### config.mk
export PLATFORM = sky130hd
export DESIGN_NAME = ex_stage_flat
export DESIGN_NICKNAME = d
export VERILOG_FILES = /design/src/rtl/pipe_pkg.sv /design/src/rtl/ex_stage_if.sv /design/src/rtl/mul_seq.sv /design/src/rtl/ex_stage.sv /design/src/flat_wrapper.sv
export SDC_FILE = /design/constraint.sdc
export NUM_CORES = 1
export LEC_CHECK = 0
export CORE_AREA = 5 5 188 190
export CTS_BUF_LIST = sky130_fd_sc_hd__clkbuf_4 sky130_fd_sc_hd__clkbuf_8
export CTS_CLUSTER_SIZE = 14
export DETAILED_ROUTE_END_ITERATION = 10
export DIE_AREA = 0 0 193 195
export GPL_ROUTABILITY_DRIVEN = 0
export PLACE_DENSITY = 0.72
export SYNTH_ARGS = -nofsm -noshare
export SYNTH_HDL_FRONTEND = slang
export SYNTH_SLANG_ARGS = --single-unit
export TNS_END_PERCENT = 30
### constraint.sdc
create_clock -name clk -period 14.4 [get_ports clk]
set_clock_uncertainty 0.15 [all_clocks]
set_input_delay 2.88 -clock clk [delete_from_list [all_inputs] [get_ports clk]]
set_output_delay 2.88 -clock clk [all_outputs]
set_load 0.02 [all_outputs]
### src/rtl/pipe_pkg.sv
// Shared definitions for the EX stage: ALU op codes, forward selects,
// multiply FSM encoding and the EX/MEM control bundle.
package pipe_pkg;

    localparam logic [3:0] ALU_ADD   = 4'd0;
    localparam logic [3:0] ALU_SUB   = 4'd1;
    localparam logic [3:0] ALU_AND   = 4'd2;
    localparam logic [3:0] ALU_OR    = 4'd3;
    localparam logic [3:0] ALU_NOR   = 4'd4;
    localparam logic [3:0] ALU_SLT   = 4'd5;
    localparam logic [3:0] ALU_LUI   = 4'd6;
    localparam logic [3:0] ALU_MULTU = 4'd8;
    localparam logic [3:0] ALU_MFHI  = 4'd9;
    localparam logic [3:0] ALU_MFLO  = 4'd10;

    localparam logic [1:0] FWD_IDEX  = 2'b00;
    localparam logic [1:0] FWD_EXMEM = 2'b10;
    localparam logic [1:0] FWD_MEMWB = 2'b01;

    typedef enum logic [1:0] {
        MUL_IDLE = 2'd0,
        MUL_BUSY = 2'd1,
        MUL_DONE = 2'd2
    } mul_state_e;

    typedef struct packed {
        logic reg_write;
        logic mem_read;
        logic mem_write;
        logic mem_to_reg;
    } ctrl_t;

endpackage

### src/rtl/ex_stage_if.sv
// ID/EX -> EX -> EX/MEM signal bundle, plus the forwarding/flush/stall side band.
interface ex_stage_if #(parameter int DATA_W = 32);
    logic              flush_EX;
    logic [1:0]        forward_A;
    logic [1:0]        forward_B;
    logic [DATA_W-1:0] readData1_IDEX;
    logic [DATA_W-1:0] readData2_IDEX;
    logic [DATA_W-1:0] imm_IDEX;
    logic              ALUSrc_IDEX;
    logic [3:0]        ALUOp_IDEX;
    logic [4:0]        rd_IDEX;
    logic              RegWrite_IDEX;
    logic              MemRead_IDEX;
    logic              MemWrite_IDEX;
    logic              MemToReg_IDEX;
    logic [DATA_W-1:0] writeData_MEMWB;
    logic [DATA_W-1:0] aluResult_EXMEM;
    logic [DATA_W-1:0] writeData_EXMEM;
    logic [4:0]        rd_EXMEM;
    logic              RegWrite_EXMEM;
    logic              MemRead_EXMEM;
    logic              MemWrite_EXMEM;
    logic              MemToReg_EXMEM;
    logic              stall_EX;

    modport master (
        output flush_EX, forward_A, forward_B, readData1_IDEX, readData2_IDEX,
               imm_IDEX, ALUSrc_IDEX, ALUOp_IDEX, rd_IDEX, RegWrite_IDEX,
               MemRead_IDEX, MemWrite_IDEX, MemToReg_IDEX, writeData_MEMWB,
        input  aluResult_EXMEM, writeData_EXMEM, rd_EXMEM, RegWrite_EXMEM,
               MemRead_EXMEM, MemWrite_EXMEM, MemToReg_EXMEM, stall_EX
    );

    modport slave (
        input  flush_EX, forward_A, forward_B, readData1_IDEX, readData2_IDEX,
               imm_IDEX, ALUSrc_IDEX, ALUOp_IDEX, rd_IDEX, RegWrite_IDEX,
               MemRead_IDEX, MemWrite_IDEX, MemToReg_IDEX, writeData_MEMWB,
        output aluResult_EXMEM, writeData_EXMEM, rd_EXMEM, RegWrite_EXMEM,
               MemRead_EXMEM, MemWrite_EXMEM, MemToReg_EXMEM, stall_EX
    );
endinterface

### src/rtl/mul_seq.sv
// Iterative unsigned shift-add multiplier, one multiplier bit per cycle.
// The product register starts as {0, B}; its low half shifts out as the high half accumulates.
module mul_seq
    import pipe_pkg::*;
#(
    parameter int DATA_W  = 32,
    parameter int MUL_CYC = 32
) (
    input  logic                clk,
    input  logic                rst_n,
    input  logic                start_i,
    input  logic                abort_i,
    input  logic [DATA_W-1:0]   a_i,
    input  logic [DATA_W-1:0]   b_i,
    output logic                idle_o,
    output logic                busy_o,
    output logic                done_o,
    output logic                wr_o,
    output logic [2*DATA_W-1:0] product_o
);
    localparam int CW = (MUL_CYC > 1) ? $clog2(MUL_CYC) : 1;

    mul_state_e          state_q, state_d;
    logic [CW-1:0]       cnt_q, cnt_d;
    logic [DATA_W-1:0]   mcand_q, mcand_d;
    logic [2*DATA_W-1:0] prod_q, prod_d;
    logic [DATA_W:0]     sum;
    logic [2*DATA_W-1:0] step;
    logic                last;

    always_comb begin
        sum  = {1'b0, prod_q[2*DATA_W-1:DATA_W]} + (prod_q[0] ? {1'b0, mcand_q} : '0);
        step = {sum, prod_q[DATA_W-1:1]};
        last = (cnt_q == CW'(MUL_CYC - 1));
    end

    always_comb begin
        state_d = state_q;
        cnt_d   = cnt_q;
        mcand_d = mcand_q;
        prod_d  = prod_q;
        wr_o    = 1'b0;
        case (state_q)
            MUL_IDLE: begin
                if (start_i) begin
                    mcand_d = a_i;
                    prod_d  = {{DATA_W{1'b0}}, b_i};
                    cnt_d   = '0;
                    state_d = MUL_BUSY;
                end
            end
            MUL_BUSY: begin
                if (abort_i) begin
                    state_d = MUL_IDLE;
                end else begin
                    prod_d = step;
                    cnt_d  = cnt_q + 1'b1;
                    if (last) begin
                        wr_o    = 1'b1;
                        state_d = MUL_DONE;
                    end
                end
            end
            default: state_d = MUL_IDLE;
        endcase
    end

    always_ff @(posedge clk) begin
        if (!rst_n) begin
            state_q <= MUL_IDLE;
            cnt_q   <= '0;
            mcand_q <= '0;
            prod_q  <= '0;
        end else begin
            state_q <= state_d;
            cnt_q   <= cnt_d;
            mcand_q <= mcand_d;
            prod_q  <= prod_d;
        end
    end

    assign idle_o    = (state_q == MUL_IDLE);
    assign busy_o    = (state_q == MUL_BUSY);
    assign done_o    = (state_q == MUL_DONE);
    assign product_o = step;
endmodule

### src/rtl/ex_stage.sv
// MIPS EX stage: operand forwarding, ALU, HI/LO with iterative MULTU, and
// the EX/MEM pipeline register. Stalled and flushed cycles load bubbles.
module ex_stage
    import pipe_pkg::*;
#(
    parameter int DATA_W  = 32,
    parameter int MUL_CYC = 32
) (
    input logic       clk,
    input logic       rst_n,
    ex_stage_if.slave bus
);
    logic [DATA_W-1:0]   op_a, op_b_fwd, alu_b, alu_res;
    logic [DATA_W-1:0]   hi_q, lo_q;
    logic [DATA_W-1:0]   alu_q, wdata_q;
    logic [4:0]          rd_q;
    ctrl_t               ctrl_q, ctrl_in;
    logic                mul_start, mul_idle, mul_busy, mul_done, mul_wr;
    logic [2*DATA_W-1:0] mul_prod;
    logic                stall, bubble;

    always_comb begin
        case (bus.forward_A)
            FWD_EXMEM: op_a = alu_q;
            FWD_MEMWB: op_a = bus.writeData_MEMWB;
            default:   op_a = bus.readData1_IDEX;
        endcase
        case (bus.forward_B)
            FWD_EXMEM: op_b_fwd = alu_q;
            FWD_MEMWB: op_b_fwd = bus.writeData_MEMWB;
            default:   op_b_fwd = bus.readData2_IDEX;
        endcase
        alu_b = bus.ALUSrc_IDEX ? bus.imm_IDEX : op_b_fwd;
    end

    always_comb begin
        alu_res = '0;
        case (bus.ALUOp_IDEX)
            ALU_ADD:  alu_res = op_a + alu_b;
            ALU_SUB:  alu_res = op_a - alu_b;
            ALU_AND:  alu_res = op_a & alu_b;
            ALU_OR:   alu_res = op_a | alu_b;
            ALU_NOR:  alu_res = ~(op_a | alu_b);
            ALU_SLT:  alu_res = {{(DATA_W-1){1'b0}}, ($signed(op_a) < $signed(alu_b))};
            ALU_LUI:  alu_res = bus.imm_IDEX << 16;
            ALU_MFHI: alu_res = hi_q;
            ALU_MFLO: alu_res = lo_q;
            default:  alu_res = '0;
        endcase
    end

    // Flush outranks a new MULTU, so a killed MULTU never starts or stalls.
    assign mul_start = (bus.ALUOp_IDEX == ALU_MULTU) && !bus.flush_EX;
    assign stall     = mul_busy || (mul_idle && mul_start);
    assign bubble    = bus.flush_EX || stall || mul_done;
    assign ctrl_in   = {bus.RegWrite_IDEX, bus.MemRead_IDEX, bus.MemWrite_IDEX, bus.MemToReg_IDEX};

    mul_seq #(.DATA_W(DATA_W), .MUL_CYC(MUL_CYC)) u_mul (
        .clk       (clk),
        .rst_n     (rst_n),
        .start_i   (mul_start),
        .abort_i   (bus.flush_EX),
        .a_i       (op_a),
        .b_i       (op_b_fwd),
        .idle_o    (mul_idle),
        .busy_o    (mul_busy),
        .done_o    (mul_done),
        .wr_o      (mul_wr),
        .product_o (mul_prod)
    );

    always_ff @(posedge clk) begin
        if (!rst_n) begin
            hi_q    <= '0;
            lo_q    <= '0;
            alu_q   <= '0;
            wdata_q <= '0;
            rd_q    <= '0;
            ctrl_q  <= '0;
        end else begin
            if (mul_wr) begin
                {hi_q, lo_q} <= mul_prod;
            end
            if (bubble) begin
                alu_q   <= '0;
                wdata_q <= '0;
                rd_q    <= '0;
                ctrl_q  <= '0;
            end else begin
                alu_q   <= alu_res;
                wdata_q <= op_b_fwd;
                rd_q    <= bus.rd_IDEX;
                ctrl_q  <= ctrl_in;
            end
        end
    end

    assign bus.aluResult_EXMEM = alu_q;
    assign bus.writeData_EXMEM = wdata_q;
    assign bus.rd_EXMEM        = rd_q;
    assign bus.RegWrite_EXMEM  = ctrl_q.reg_write;
    assign bus.MemRead_EXMEM   = ctrl_q.mem_read;
    assign bus.MemWrite_EXMEM  = ctrl_q.mem_write;
    assign bus.MemToReg_EXMEM  = ctrl_q.mem_to_reg;
    assign bus.stall_EX        = stall;
endmodule

### src/flat_wrapper.sv
// flat-port wrapper written by rule: the top's interface ports become plain ports
module ex_stage_flat import pipe_pkg::*;
#(
    parameter int DATA_W  = 32,
    parameter int MUL_CYC = 32
)
  (clk, rst_n, bus_flush_EX, bus_forward_A, bus_forward_B, bus_readData1_IDEX, bus_readData2_IDEX, bus_imm_IDEX, bus_ALUSrc_IDEX, bus_ALUOp_IDEX, bus_rd_IDEX, bus_RegWrite_IDEX, bus_MemRead_IDEX, bus_MemWrite_IDEX, bus_MemToReg_IDEX, bus_writeData_MEMWB, bus_aluResult_EXMEM, bus_writeData_EXMEM, bus_rd_EXMEM, bus_RegWrite_EXMEM, bus_MemRead_EXMEM, bus_MemWrite_EXMEM, bus_MemToReg_EXMEM, bus_stall_EX);
  ex_stage_if #(.DATA_W(DATA_W)) bus_i ();
  input logic clk;
  input logic rst_n;
  input wire logic [$bits(bus_i.flush_EX)-1:0] bus_flush_EX;
  input wire logic [$bits(bus_i.forward_A)-1:0] bus_forward_A;
  input wire logic [$bits(bus_i.forward_B)-1:0] bus_forward_B;
  input wire logic [$bits(bus_i.readData1_IDEX)-1:0] bus_readData1_IDEX;
  input wire logic [$bits(bus_i.readData2_IDEX)-1:0] bus_readData2_IDEX;
  input wire logic [$bits(bus_i.imm_IDEX)-1:0] bus_imm_IDEX;
  input wire logic [$bits(bus_i.ALUSrc_IDEX)-1:0] bus_ALUSrc_IDEX;
  input wire logic [$bits(bus_i.ALUOp_IDEX)-1:0] bus_ALUOp_IDEX;
  input wire logic [$bits(bus_i.rd_IDEX)-1:0] bus_rd_IDEX;
  input wire logic [$bits(bus_i.RegWrite_IDEX)-1:0] bus_RegWrite_IDEX;
  input wire logic [$bits(bus_i.MemRead_IDEX)-1:0] bus_MemRead_IDEX;
  input wire logic [$bits(bus_i.MemWrite_IDEX)-1:0] bus_MemWrite_IDEX;
  input wire logic [$bits(bus_i.MemToReg_IDEX)-1:0] bus_MemToReg_IDEX;
  input wire logic [$bits(bus_i.writeData_MEMWB)-1:0] bus_writeData_MEMWB;
  output wire logic [$bits(bus_i.aluResult_EXMEM)-1:0] bus_aluResult_EXMEM;
  output wire logic [$bits(bus_i.writeData_EXMEM)-1:0] bus_writeData_EXMEM;
  output wire logic [$bits(bus_i.rd_EXMEM)-1:0] bus_rd_EXMEM;
  output wire logic [$bits(bus_i.RegWrite_EXMEM)-1:0] bus_RegWrite_EXMEM;
  output wire logic [$bits(bus_i.MemRead_EXMEM)-1:0] bus_MemRead_EXMEM;
  output wire logic [$bits(bus_i.MemWrite_EXMEM)-1:0] bus_MemWrite_EXMEM;
  output wire logic [$bits(bus_i.MemToReg_EXMEM)-1:0] bus_MemToReg_EXMEM;
  output wire logic [$bits(bus_i.stall_EX)-1:0] bus_stall_EX;
  assign bus_i.flush_EX = bus_flush_EX;
  assign bus_i.forward_A = bus_forward_A;
  assign bus_i.forward_B = bus_forward_B;
  assign bus_i.readData1_IDEX = bus_readData1_IDEX;
  assign bus_i.readData2_IDEX = bus_readData2_IDEX;
  assign bus_i.imm_IDEX = bus_imm_IDEX;
  assign bus_i.ALUSrc_IDEX = bus_ALUSrc_IDEX;
  assign bus_i.ALUOp_IDEX = bus_ALUOp_IDEX;
  assign bus_i.rd_IDEX = bus_rd_IDEX;
  assign bus_i.RegWrite_IDEX = bus_RegWrite_IDEX;
  assign bus_i.MemRead_IDEX = bus_MemRead_IDEX;
  assign bus_i.MemWrite_IDEX = bus_MemWrite_IDEX;
  assign bus_i.MemToReg_IDEX = bus_MemToReg_IDEX;
  assign bus_i.writeData_MEMWB = bus_writeData_MEMWB;
  assign bus_aluResult_EXMEM = bus_i.aluResult_EXMEM;
  assign bus_writeData_EXMEM = bus_i.writeData_EXMEM;
  assign bus_rd_EXMEM = bus_i.rd_EXMEM;
  assign bus_RegWrite_EXMEM = bus_i.RegWrite_EXMEM;
  assign bus_MemRead_EXMEM = bus_i.MemRead_EXMEM;
  assign bus_MemWrite_EXMEM = bus_i.MemWrite_EXMEM;
  assign bus_MemToReg_EXMEM = bus_i.MemToReg_EXMEM;
  assign bus_stall_EX = bus_i.stall_EX;
  ex_stage #(.DATA_W(DATA_W), .MUL_CYC(MUL_CYC)) u_core (.clk(clk), .rst_n(rst_n), .bus(bus_i));
endmodule
==> impl_metrics.env <==
export IMPL_status="finished, final reports clean"
export IMPL_tightest_slew_ns=1.28
export IMPL_antenna_found_initial=3
export IMPL_hold_viol=0
export IMPL_powerDensity_nw_per_um2=98.8
export IMPL_slowest_stage="clkdlybuf4s50_1"
export IMPL_ant_nets=0
export IMPL_pin_count=223
export IMPL_grt_pass1_wl_um=95200
export IMPL_p_comb_frac=0.266
export IMPL_synthFlopType="dfxtp_1"
export IMPL_ys_seq_area_frac=0.292
export IMPL_clockBufferDepth=3
export IMPL_cts_sinks=240
export IMPL_slew_headroom=0.140
export IMPL_finalSetupViolations=0
export IMPL_finalPower_mw=1.97
export IMPL_grt_overflow_total=0
export IMPL_die_area_um2=37600
export IMPL_finalCriticalPeriod_ns=8.15
export IMPL_grt_max_degree=91
export IMPL_wl_per_cell_um=21.9
export IMPL_cp_common_cell="clkdlybuf4s50_1"
export IMPL_place_area_um2=18900
export IMPL_cts_buffers=42
export IMPL_fp_dieH_um=195
export IMPL_syn_area_um2=16500
export IMPL_worstPathCellList="clkdlybuf4s50_1, nor3_1, nand2_2, buf_4, nand2_1, clkdlybuf4s50_1"
export IMPL_p_switching_mw=0.650
export IMPL_cts_setup_buffers=0
export IMPL_final_util=0.599
export IMPL_hp_class="reg2reg"
export IMPL_synth_most_common_cell="nand2_1"
export IMPL_synth_avg_cell_area_um2=7.30
export IMPL_dp_slack_ns=6.10
export IMPL_worst_slack_ns=6.25
export IMPL_criticalPathCategory="in2out"
export IMPL_critPathMaxFanout=54
export IMPL_synth_common_cells="370 x nand2_1, 249 x a21oi_1, 240 x dfxtp_1, 204 x nor2_1, 165 x o21ai_0"
export IMPL_maxCapViolCount=0
export IMPL_crit_required_ns=11.37
export IMPL_fp_row_count=67
export IMPL_rsz0062_at_grt="false"
export IMPL_synth_edff_count=0
export IMPL_cts_hold_fix_buffers=0
export IMPL_area_delta_synth_final_pct=21.1
export IMPL_clk_latency_ns=0.58
export IMPL_seq_power_share=0.349
export IMPL_clkPwrFrac=0.385
export IMPL_syn_inst=2255
export IMPL_clkTransAtPathRegs_ns=0.06
export IMPL_critical_path_arrival_ns=5.12
export IMPL_synth_nets=2539
export IMPL_worst_hold_slack_ns=0.300
export IMPL_crit_path_max_incr_delay_ns=0.61
export IMPL_place_hpwl_um=45800
export IMPL_core_um2=33300
export IMPL_cts_tree="built"
export IMPL_yosysWarnings=0
export IMPL_tns_ns=0
export IMPL_p_sw_frac=0.330
export IMPL_fin_area_um2=19900
export IMPL_drive_above_1_share=0.0646
export IMPL_fin_cells=2879
export IMPL_die_x_um=193
export IMPL_synth_cell_types=84
export IMPL_start_kind="input port"
export IMPL_placed_cells=2801
export IMPL_initial_utilization=0.495
export IMPL_yosys_area_top_type_share=0.292
export IMPL_synth_async_reset_ratio=0
export IMPL_ir_drop_mv=0.0546
export IMPL_portBuffers=222
export IMPL_cts_repair_resized=0
export IMPL_dr_pass1_iters=6
export IMPL_num_vias=17900
export IMPL_yosysTopAreaCell="dfxtp_1"
export IMPL_htreeDepth=2
export IMPL_max_freq_ghz=0.123
export IMPL_nets=2681
export IMPL_cellLeakagePower_nw=7.98
export IMPL_p_int_mw=1.32
export IMPL_finalCritPeriodShare=0.566
export IMPL_wl_um=63000
export IMPL_route_detailed_drc=0
export IMPL_root_buffer="clkbuf_8"
export IMPL_synth_area_leaders="dfxtp_1 29%, ha_1 10%, nand2_1 8.4%"
export IMPL_track_usage=0.317
export IMPL_ys_ff_latch=240
export IMPL_via_per_inst=6.20
export IMPL_finalMaxSlewViolations=0
export IMPL_grt_pass1_vias=16600
export IMPL_end_kind="output pin"
export IMPL_initialDrtViolationCount=2458
## area by class of cell
type | count | area [µm²]
Fill cell | 3079 | 13300
Multi-Input combinational cell | 1756 | 10700
Sequential cell | 240 | 4800
Timing Repair Buffer | 251 | 2430
Clock buffer | 57 | 741
Tap cell | 448 | 561
Inverter | 106 | 399
Clock inverter | 19 | 268
Antenna cell | 2 | 5.00
## power groups by stage
stage          combinational, mW  sequential [mW]  clock, mW
4_1_cts                    0.505            0.687      0.765
6_report                   0.523            0.688      0.760
5_1_grt                    0.561            0.689      0.798
3_5_place_dp               0.501            0.702          0
3_3_place_gp               0.494            0.702          0
2_1_floorplan              0.317            0.711          0
## kinds of logic after synthesis
logic type      share of synthesized area
simple gates                        0.204
mux                               0.00676
fa+ha+maj                           0.104
flops                               0.292
buf+inv                            0.0600
compound gates                      0.314
xor+xnor                           0.0197
## registers in the layout (all words and copies together) (netlist names), 2 cells and up
name	flops
u_core.bus.rd_EXMEM	5
u_core.u_mul.prod_q	64
u_core.lo_q	32
u_core.bus.aluResult_EXMEM	32
u_core.u_mul.cnt_q	5
u_core.hi_q	32
u_core.u_mul.mcand_q	32
u_core.bus.writeData_EXMEM	32
u_core.u_mul.state_q	2
## metal layers
| metal | routed length (µm) | GRT usage | vias up | part of all wire |
|---|---|---|---|---|
| met5 | 30 | 0 | - | 0.00048 |
| met4 | 2350 | 0.110 | 4 | 0.037 |
| met3 | 8180 | 0.0871 | 152 | 0.13 |
| met2 | 26500 | 0.463 | 1088 | 0.42 |
| met1 | 25900 | 0.450 | 8340 | 0.41 |
| li1 | - | - | 8273 | - |
## worst paths after layout
kind / from / end / slack (ns) / depth (start not counted)
min reg2reg: u_core.u_mul.mcand_q[7]$_SDFFE_PN0P_ / u_core.u_mul.mcand_q[7]$_SDFFE_PN0P_ / 0.30 / 2
max reg2reg: u_core.bus.aluResult_EXMEM[0]$_SDFF_PP0_ / u_core.bus.aluResult_EXMEM[28]$_SDFF_PP0_ / 9.97 / 16
min: u_core.u_mul.mcand_q[7]$_SDFFE_PN0P_ / u_core.u_mul.mcand_q[7]$_SDFFE_PN0P_ / 0.30 / 2
max: bus_flush_EX / bus_stall_EX / 6.25 / 6
## worst max-delay path: cells and delay by family
kind | cells | cell delay [ns]
buffers and inverters | 3 | 1.50
and+or+nand+nor | 3 | 0.71
## placed cells by master, fill, tap and decap left out, types with 8 or more instances in the layout
| cell | n |
|---|---|
| nor2b_1 | 8 |
| xor2_1 | 14 |
| inv_1 | 101 |
| nand2_1 | 367 |
| clkdlybuf4s50_1 | 221 |
| a31oi_1 | 22 |
| a21o_1 | 34 |
| dfxtp_1 | 240 |
| a211oi_1 | 14 |
| clkbuf_8 | 50 |
| nand3_1 | 43 |
| a221o_1 | 12 |
| o21bai_1 | 17 |
| xnor2_1 | 23 |
| mux2i_1 | 10 |
| a22o_1 | 10 |
| a22oi_1 | 98 |
| buf_4 | 29 |
| nand4_1 | 10 |
| o21ai_0 | 165 |
| o21a_1 | 10 |
| and2_1 | 45 |
| ha_1 | 130 |
| o22ai_1 | 12 |
| a21boi_0 | 11 |
| or3_1 | 8 |
| nor2_1 | 199 |
| or2_2 | 9 |
| a221oi_1 | 12 |
| clkinv_2 | 10 |
| a21oi_1 | 249 |
| o211ai_1 | 39 |
| nor3_1 | 28 |
| o211a_1 | 18 |
| nand2b_1 | 20 |
Power figures use the tool's default switching activity.
